**config.mk**
```make
export PLATFORM = sky130hd
export DESIGN_NAME = pipeline_ctrl
export DESIGN_NICKNAME = d
export VERILOG_FILES = /design/src/rtl/pipe_ctrl_pkg.sv /design/src/rtl/hazard_detect.sv /design/src/rtl/pipeline_ctrl.sv
export SDC_FILE = /design/constraint.sdc
export NUM_CORES = 1
export LEC_CHECK = 0
export CAP_MARGIN = 20
export CORE_MARGIN = 4
export CORE_UTILIZATION = 47
export DETAILED_ROUTE_END_ITERATION = 10
export GPL_ROUTABILITY_DRIVEN = 0
export PLACE_DENSITY = 0.8
export SYNTH_ARGS = -nofsm -noshare
export SYNTH_HDL_FRONTEND = slang
export SYNTH_HIERARCHICAL = 1
export SYNTH_SLANG_ARGS = --single-unit
```
**constraint.sdc**
```tcl
create_clock -name clk -period 2.7 [get_ports clk]
set_clock_uncertainty 0.2 [all_clocks]
set_input_delay 0.54 -clock clk [delete_from_list [all_inputs] [get_ports clk]]
set_output_delay 0.54 -clock clk [all_outputs]
set_load 0.02 [all_outputs]
```
**src/rtl/pipe_ctrl_pkg.sv**
```systemverilog
// rtl/pipe_ctrl_pkg.sv - shared types and constants for the pipeline controller
//   REG_IDX_W   : width of a register index
//   int_state_e : interrupt sequencing FSM states
package pipe_ctrl_pkg;

  localparam int REG_IDX_W = 5;

  typedef enum logic [1:0] {
    ST_IDLE   = 2'd0,
    ST_DRAIN  = 2'd1,
    ST_INJECT = 2'd2,
    ST_ACTIVE = 2'd3
  } int_state_e;

endpackage

```
**src/rtl/hazard_detect.sv**
```systemverilog
// rtl/hazard_detect.sv - combinational load-use hazard compare between ID and EX
//   ex_mem_read, ex_rd          : load in EX and its destination
//   id_rs1/id_rs2, id_uses_rs*  : sources of the instruction in ID
//   load_use                    : ID needs a value the EX load has not produced yet
import pipe_ctrl_pkg::*;

module hazard_detect (
  input  logic                 ex_mem_read,
  input  logic [REG_IDX_W-1:0] ex_rd,
  input  logic [REG_IDX_W-1:0] id_rs1,
  input  logic [REG_IDX_W-1:0] id_rs2,
  input  logic                 id_uses_rs1,
  input  logic                 id_uses_rs2,
  output logic                 load_use
);

  logic rs1_hit;
  logic rs2_hit;

  always_comb begin
    rs1_hit  = id_uses_rs1 && (id_rs1 == ex_rd);
    rs2_hit  = id_uses_rs2 && (id_rs2 == ex_rd);
    // x0 is hardwired to zero, so a load targeting it never creates a dependency
    load_use = ex_mem_read && (ex_rd != '0) && (rs1_hit || rs2_hit);
  end

endmodule

```
**src/rtl/pipeline_ctrl.sv**
```systemverilog
// rtl/pipeline_ctrl.sv - stall/flush/interrupt control for a 5-stage pipeline
//   inputs : id_rs1/id_rs2/id_uses_rs*, ex_mem_read/ex_rd, branch_taken,
//            mem_busy, int_req/int_en, reti_ex
//   outputs: pc_stall, if_id_stall/flush, id_ex_stall/flush, ex_mem_stall,
//            int_inject, int_ack, int_active, mem_timeout (sticky)
import pipe_ctrl_pkg::*;

module pipeline_ctrl #(
  parameter int INT_DRAIN   = 3,
  parameter int MEM_TIMEOUT = 255
) (
  input  logic                 clk,
  input  logic                 rst_n,
  input  logic [REG_IDX_W-1:0] id_rs1,
  input  logic [REG_IDX_W-1:0] id_rs2,
  input  logic                 id_uses_rs1,
  input  logic                 id_uses_rs2,
  input  logic                 ex_mem_read,
  input  logic [REG_IDX_W-1:0] ex_rd,
  input  logic                 branch_taken,
  input  logic                 mem_busy,
  input  logic                 int_req,
  input  logic                 int_en,
  input  logic                 reti_ex,
  output logic                 pc_stall,
  output logic                 if_id_stall,
  output logic                 if_id_flush,
  output logic                 id_ex_stall,
  output logic                 id_ex_flush,
  output logic                 ex_mem_stall,
  output logic                 int_inject,
  output logic                 int_ack,
  output logic                 int_active,
  output logic                 mem_timeout
);

  localparam logic [3:0] DRAIN_LOAD  = 4'(INT_DRAIN - 1);
  localparam logic [7:0] TIMEOUT_CNT = 8'(MEM_TIMEOUT);

  int_state_e state_q, state_d;
  logic [3:0] drain_cnt_q, drain_cnt_d;
  logic [7:0] wait_cnt_q, wait_cnt_d;
  logic       mem_timeout_q, mem_timeout_d;
  logic       load_use;

  hazard_detect u_hazard (
    .ex_mem_read (ex_mem_read),
    .ex_rd       (ex_rd),
    .id_rs1      (id_rs1),
    .id_rs2      (id_rs2),
    .id_uses_rs1 (id_uses_rs1),
    .id_uses_rs2 (id_uses_rs2),
    .load_use    (load_use)
  );

  always_ff @(posedge clk or negedge rst_n) begin
    if (!rst_n) begin
      state_q       <= ST_IDLE;
      drain_cnt_q   <= '0;
      wait_cnt_q    <= '0;
      mem_timeout_q <= 1'b0;
    end else begin
      state_q       <= state_d;
      drain_cnt_q   <= drain_cnt_d;
      wait_cnt_q    <= wait_cnt_d;
      mem_timeout_q <= mem_timeout_d;
    end
  end

  // Interrupt sequencing; a frozen pipeline (mem_busy) freezes the sequence too.
  always_comb begin
    state_d     = state_q;
    drain_cnt_d = drain_cnt_q;
    if (!mem_busy) begin
      case (state_q)
        ST_IDLE: begin
          if (int_req && int_en) begin
            state_d     = ST_DRAIN;
            drain_cnt_d = DRAIN_LOAD;
          end
        end
        ST_DRAIN: begin
          // Branches during drain do not restart the count
          if (drain_cnt_q == 4'd0) state_d = ST_INJECT;
          else                     drain_cnt_d = drain_cnt_q - 4'd1;
        end
        ST_INJECT: state_d = ST_ACTIVE;
        ST_ACTIVE: if (reti_ex) state_d = ST_IDLE;
        default:   state_d = ST_IDLE;
      endcase
    end
  end

  // Consecutive busy-cycle counter with a sticky timeout flag
  always_comb begin
    wait_cnt_d = '0;
    if (mem_busy) begin
      wait_cnt_d = (wait_cnt_q == 8'hFF) ? wait_cnt_q : wait_cnt_q + 8'd1;
    end
    mem_timeout_d = mem_timeout_q || (wait_cnt_d >= TIMEOUT_CNT);
  end

  // Outputs follow priority: mem_busy > branch > drain > load-use.
  // Reset forces every output low without waiting for a clock.
  always_comb begin
    pc_stall     = 1'b0;
    if_id_stall  = 1'b0;
    if_id_flush  = 1'b0;
    id_ex_stall  = 1'b0;
    id_ex_flush  = 1'b0;
    ex_mem_stall = 1'b0;
    int_inject   = 1'b0;
    int_ack      = 1'b0;
    int_active   = 1'b0;
    mem_timeout  = 1'b0;
    if (rst_n) begin
      int_active  = (state_q == ST_ACTIVE);
      mem_timeout = mem_timeout_q;
      if (mem_busy) begin
        pc_stall     = 1'b1;
        if_id_stall  = 1'b1;
        id_ex_stall  = 1'b1;
        ex_mem_stall = 1'b1;
      end else begin
        // Inject is gated by !mem_busy so the acknowledge stays a single pulse
        if (state_q == ST_INJECT) begin
          int_inject = 1'b1;
          int_ack    = 1'b1;
        end
        if (branch_taken) begin
          if_id_flush = 1'b1;
          id_ex_flush = 1'b1;
        end else if (state_q == ST_DRAIN) begin
          pc_stall    = 1'b1;
          if_id_flush = 1'b1;
        end else if (load_use && (state_q != ST_INJECT)) begin
          pc_stall    = 1'b1;
          if_id_stall = 1'b1;
          id_ex_flush = 1'b1;
        end
      end
    end
  end

endmodule

```
## Word level (Yosys, flattened, before mapping)

Index checks and enable logic that the tools add are counted.

| word-level totals | value |
|---|---|
| bits in registers | 15 |
| bits in latches | 0 |
| memory bits (writable) | 0 |
| bits in read-only memories | 0 |
| input bits | 25 |
| output and inout port bits | 10 |
| word-level logic and storage cells | 65 |
| memories kept | 0 |

| cells by class | value |
|---|---|
| add/subtract/negate cells | 2 |
| $mul | 0 |
| divide/modulo/power cells | 0 |
| $lt $le $gt $ge | 1 |
| equality and inequality tests | 11 |
| shift-type cells | 0 |
| mux-type cells | 32 |
| bitwise gates (word level) | 1 |
| reductions and logical operators | 14 |

Operator list:

| operator | number |
|---|---|
| 1-bit two-way mux | 23 |
| 8-bit two-way mux | 2 |
| 5-bit equality test | 2 |
| 2-bit inequality test (second input constant) | 5 |
| 8-bit by 1-bit adder with 8-bit output (second input constant) | 1 |
| 8-bit equality test (second input constant) | 1 |
| 8-bit >= comparator (second input constant) | 1 |
| 4-bit two-way mux | 2 |
| 2-bit case mux with 4 select lines | 1 |
| 4-bit case mux with 2 select lines | 1 |
| 4-bit AND reduction | 2 |
| 1-bit logical AND | 6 |
| 2-bit two-way mux | 3 |
| 5-bit nonzero test | 1 |
| 2-bit equality test (second input constant) | 2 |
| 4-bit zero test | 1 |
| 4-bit by 1-bit subtractor with 4-bit output (second input constant) | 1 |
| 2-bit by 1-bit equality test with 1-bit output (second input constant) | 1 |
| 2-bit zero test | 1 |
| 1-bit logical OR | 2 |
| 2-bit nonzero test | 1 |
| 1-bit NOT | 1 |

## Depth between registers and ports, before layout

| logic depth | value |
|---|---|
| depth after elaboration | 10 |
| gate-level depth with buffers | 7 |
| gate-level depth less buffers | 7 |

## Modules after synthesis

Netlist, hierarchy kept.

Modules (own cells, without submodules):

| module | times used | cells each | area each (sq um) |
|---|---|---|---|
| pipeline_ctrl | 1 | 121 | 1049.8 |
| hazard_detect | 1 | 17 | 133.9 |

## Worst setup path after synthesis

OpenSTA, ideal clock, no wires.

| path | value |
|---|---|
| path kind | input-to-output |
| start | in ex_rd[0] |
| end | out pc_stall |
| data arrival time | 1.638 ns |
| setup slack | 0.322 ns |
| stages | 7 |
| buffers on the path | 0 |
| cells stage by stage | xor2_1 > nor4_2 > nand3_1 > a21oi_1 > nand2_1 > a21oi_1 > o21a_1 |

| on the way | value |
|---|---|
| cells in the longest elaborated chain, start to end | 10 |

Ends and longest elaborated chain:

| item | RTL line | source |
|---|---|---|
| start, declared | pipeline_ctrl.sv:19 | `input logic [REG_IDX_W-1:0] ex_rd,` |
| 5-bit equality test (on tied branches) | hazard_detect.sv:21, hazard_detect.sv:22 |  |
| 1-bit logical AND (on tied branches) | hazard_detect.sv:21, hazard_detect.sv:22 |  |
| 1-bit logical OR | hazard_detect.sv:24 | `load_use = ex_mem_read && (ex_rd != '0) && (rs1_hit \|\| rs2_hit);` |
| 1-bit logical AND * | hazard_detect.sv:24 |  |
| net load_use | pipeline_ctrl.sv:44 | `logic load_use;` |
| 1-bit logical AND * | pipeline_ctrl.sv:136 | `end else if (load_use && (state_q != ST_INJECT)) begin` |
| 1-bit two-way mux * | pipeline_ctrl.sv:136 |  |
| 1-bit two-way mux * | pipeline_ctrl.sv:133 | `end else if (state_q == ST_DRAIN) begin` |
| 1-bit two-way mux * | pipeline_ctrl.sv:130 | `if (branch_taken) begin` |
| 1-bit two-way mux * | pipeline_ctrl.sv:119 | `if (mem_busy) begin` |
| 1-bit two-way mux * | pipeline_ctrl.sv:116 | `if (rst_n) begin` |
| end, declared | pipeline_ctrl.sv:25 | `output logic pc_stall,` |

Mark *: on every way through the listed nets, which the timed path passes. The rest lies on a longest branch.

## Worst setup path in the final report

| path | value |
|---|---|
| start | in ex_rd[0] |
| end | out if_id_stall |

| on the way | value |
|---|---|
| cells in the longest elaborated chain, start to end | 10 |

Ends and longest elaborated chain:

| item | RTL line | source |
|---|---|---|
| 5-bit equality test (on tied branches) | hazard_detect.sv:21, hazard_detect.sv:22 |  |
| 1-bit logical AND (on tied branches) | hazard_detect.sv:21, hazard_detect.sv:22 |  |
| 1-bit logical OR | hazard_detect.sv:24 |  |
| 1-bit logical AND * | hazard_detect.sv:24 |  |
| net load_use | pipeline_ctrl.sv:44 |  |
| 1-bit logical AND * | pipeline_ctrl.sv:136 |  |
| 1-bit two-way mux * | pipeline_ctrl.sv:136 |  |
| 1-bit two-way mux * | pipeline_ctrl.sv:133 |  |
| 1-bit two-way mux * | pipeline_ctrl.sv:130 |  |
| 1-bit two-way mux * | pipeline_ctrl.sv:119 |  |
| 1-bit two-way mux * | pipeline_ctrl.sv:116 |  |
| end, declared | pipeline_ctrl.sv:26 | `output logic if_id_stall,` |

Marks and branches as above.

==> impl_metrics.json <==
{
  "violations": "setup timing",
  "cts.reportedPaths.clkPinSlew_ns": 0.10,
  "synth_top_family_by_area": "simple AND/OR/NAND/NOR gates",
  "place_ws_ns": -0.8410,
  "hold_viol_final": 0,
  "p_int_mw": 0.5399,
  "synth_area_sq_mm": 0.001184,
  "avgSynthCellArea_sq_um": 8.577,
  "drt_pass1_iterations": 4,
  "clockPowerShare_pct": 14.1,
  "finalSetupTns_ns": -0.03464,
  "final_core_util_pct": 71.90,
  "final.period_utilization_pct": 101.3,
  "dieWidth_um": 58.19,
  "postPlaceCellArea_sq_mm": 0.001589,
  "grt_pass1_wl_um": 5175,
  "required_ns": 1.96,
  "area_growth_pct": 39.53,
  "design_area_sq_mm": 0.001652,
  "synthCells": 138,
  "synthMuxAreaShare_pct": 1.797,
  "die_y_um": 58.19,
  "grt_overflow": 0,
  "placed_cells": 202,
  "routedWlPerCell_um": 15.36,
  "grt_pass1_vias": 1239,
  "top_level_ports": 35,
  "cts_sinks": 15,
  "instances_no_fill": 207,
  "clk_latency_ns": 0.28,
  "tightest_slew_ns": 0.3815,
  "n_antenna_cell": 0,
  "cp_max_fo": 3,
  "fin_ws_ns": -0.03464,
  "vias_per_cell": 5.618,
  "synth_xor_xnor_area_share_pct": 8.140,
  "ys.flop_type": "dfrtp_1",
  "synth_edf_count": 0,
  "sw_frac_of_total_pct": 41.10,
  "worstHoldPathType": "primary input to asynchronous set/reset pin",
  "synth_fp_nets": 170,
  "min_period_ns": 2.735,
  "power.leakage_nw": 0.7556,
  "drt_wl_total_um": 3180,
  "rsz0062_at_grt": "yes",
  "yosysSeqAreaShare_pct": 31.71,
  "start_kind": "primary input",
  "synth-async-reset-ratio_pct": 100.0,
  "fillers": 170,
  "cap_violations": 0,
  "ys_warn_count": 6,
  "layout.cells.most_common": "dfrtp_1",
  "drc": 0,
  "dp_hpwl_um": 2376,
  "die-area_sq_mm": 0.003385,
  "ys_ff_latch": 15,
  "port_buffers": 34,
  "synthSimpleGateAreaFrac_pct": 24.84,
  "powerDensity_mw_per_mm2": 555.0,
  "cts_buffer_depth": 2,
  "p_sw_mw": 0.3768,
  "final_cell_mix": "15 x dfrtp_1, 12 x clkdlybuf4s50_1, 10 x buf_4, 9 x inv_1, 9 x o21ai_0",
  "crit_chain": "buf_2 > xor2_1 > nor4_1 > nand3_1 > a21oi_2 > nand2_2 > nor3_2 > o21a_1 > buf_6",
  "grt_max_degree": 11,
  "antenna_found_initial": 0,
  "root_buffer": "clkbuf_4",
  "dr.first_iter.drc_count": 36,
  "crit_type": "primary input to output pin",
  "core_sq_mm": 0.002297,
  "initial_utilization_pct": 51.53,
  "crit_arrival_ns": 1.99,
  "layout.nets": 212,
  "drv_slew": 0,
  "status": "finished with violations",
  "synth-compound-area-share_pct": 20.72,
  "vias": 1163,
  "max_freq_mhz": 365.7,
  "seqPwrFrac_pct": 34.3,
  "grt.total_usage_pct": 19.11,
  "rows": 17,
  "combPwrFrac_pct": 51.6,
  "numCtsBuffers": 3,
  "setup_viol": 1,
  "endpoint_kind": "output pin",
  "htree_levels": 1,
  "ys_types": 43,
  "synth_fa_ha_area_share_pct": 7.400,
  "cp_slowest_stage_delay_ns": 0.28,
  "layout-drive-gt1-share_pct": 24.02,
  "cts_tree": "built",
  "cp_slowest_cell": "nor4_1",
  "relSlewSlack_pct": 74.57,
  "detail-route-antenna-nets": 0,
  "ir_worst_vdd_v": 0.0005582
}
[cell type report]
cell class                      instances  area, sq um  share of cell area, %
Clock inverter                          1        5.005                 0.3030
Inverter                                9        33.78                  2.045
Tap cell                               28        35.03                  2.121
Timing Repair Buffer                   43        375.4                  22.73
Clock buffer                            3        22.52                  1.364
Multi-Input combinational cell        108        804.5                  48.71
Sequential cell                        15        375.4                  22.73
[flip-flops by register name, indices dropped and copies added, names as in the netlist]
signal and cells:
mem_timeout_q 1, wait_cnt_q 8, state_q 2, drain_cnt_q 4
[logic make-up (layout without fill, tap and decap cells)]
kind of cell,count (synthesis),count (layout)
muxes,2,2
DFF,15,15
adders and majority gates,7,7
xor gates and xnor gates,11,11
and+or+nand+nor,49,49
AOI/OAI and AO/OA,39,39
buffers and inverters,15,56
[worst max-delay path, delay by kind of cell]
family / cells / cell delay [ns]
compound gates: 2 / 0.36
simple gates: 4 / 0.69
xor+xnor: 1 / 0.15
buf+inv: 2 / 0.25
[path summary, 6_finish.rpt]
check | depth (start not counted) | slack (ns) | start | end
worst max register to register | 6 | 0.46 | drain_cnt_q[1] | state_q[1]
worst min-delay path | 2 | 0.23 | rst_n | wait_cnt_q[3]
worst max-delay path | 9 | -0.03 | ex_rd[0] | if_id_stall
min in group clk | 1 | 0.29 | mem_timeout_q | mem_timeout_q
max in group asynchronous | 3 | 1.80 | rst_n | mem_timeout_q
worst min register to register | 1 | 0.29 | mem_timeout_q | mem_timeout_q
[timing repair]
| action | in CTS | in global routing |
|---|---|---|
| buffers inserted | 0 | 1 |
| gates cloned | 0 | 0 |
| endpoints found under the hold margin | 0 | 0 |
| hold buffers | 0 | 0 |
| resized for setup | 51 | 28 |
| pin swaps | 16 | 15 |
| endpoints found under the setup margin | 8 | 4 |
[cells in the mapped netlist (all sizes together) (2+ instances only)]
library cell | count | share of area (%)
dfrtp | 15 | 32
a21oi | 10 | 4.2
o21ai | 10 | 4.2
inv | 9 | 2.9
nand2 | 8 | 2.5
nor2 | 8 | 2.5
xor2 | 8 | 5.9
a31oi | 7 | 3.7
ha | 7 | 7.4
and2 | 6 | 3.5
nand3 | 5 | 3.2
clkbuf | 4 | 1.3
nor3 | 4 | 2.1
and3 | 3 | 1.6
nor2b | 3 | 1.6
o21a | 3 | 1.9
xnor2 | 3 | 2.2
and4 | 2 | 1.5
buf | 2 | 1.3
nand4 | 2 | 1.1
nor3b | 2 | 1.3
nor4 | 2 | 1.6
[power groups by stage]
stage	Clock, mW	Combinational, mW	Sequential, mW
finish	0.129	0.473	0.315
global route	0.146	0.527	0.322
CTS	0.133	0.453	0.314
detailed placement	0	0.458	0.318
global placement	0	0.441	0.314
floorplan	0	0.313	0.305
[metal layers]
layer,track usage [%],vias to the layer above,routed length (um)
met5,0,-,0
met4,4.636,0,57
met3,4.454,6,118
met2,36.45,24,1659
met1,21.04,558,1344
li1,-,575,-
[stage by stage]
step	total power, mW	hold WS [ns]
5_1_grt	0.9955	0.2220
3_3_place_gp	0.7545	0.2670
4_1_cts	0.8992	0.2396
2_1_floorplan	0.6178	0.04441
6_report	0.9166	0.2295
3_5_place_dp	0.7762	0.2677
(Power assumes the default switching activity.)
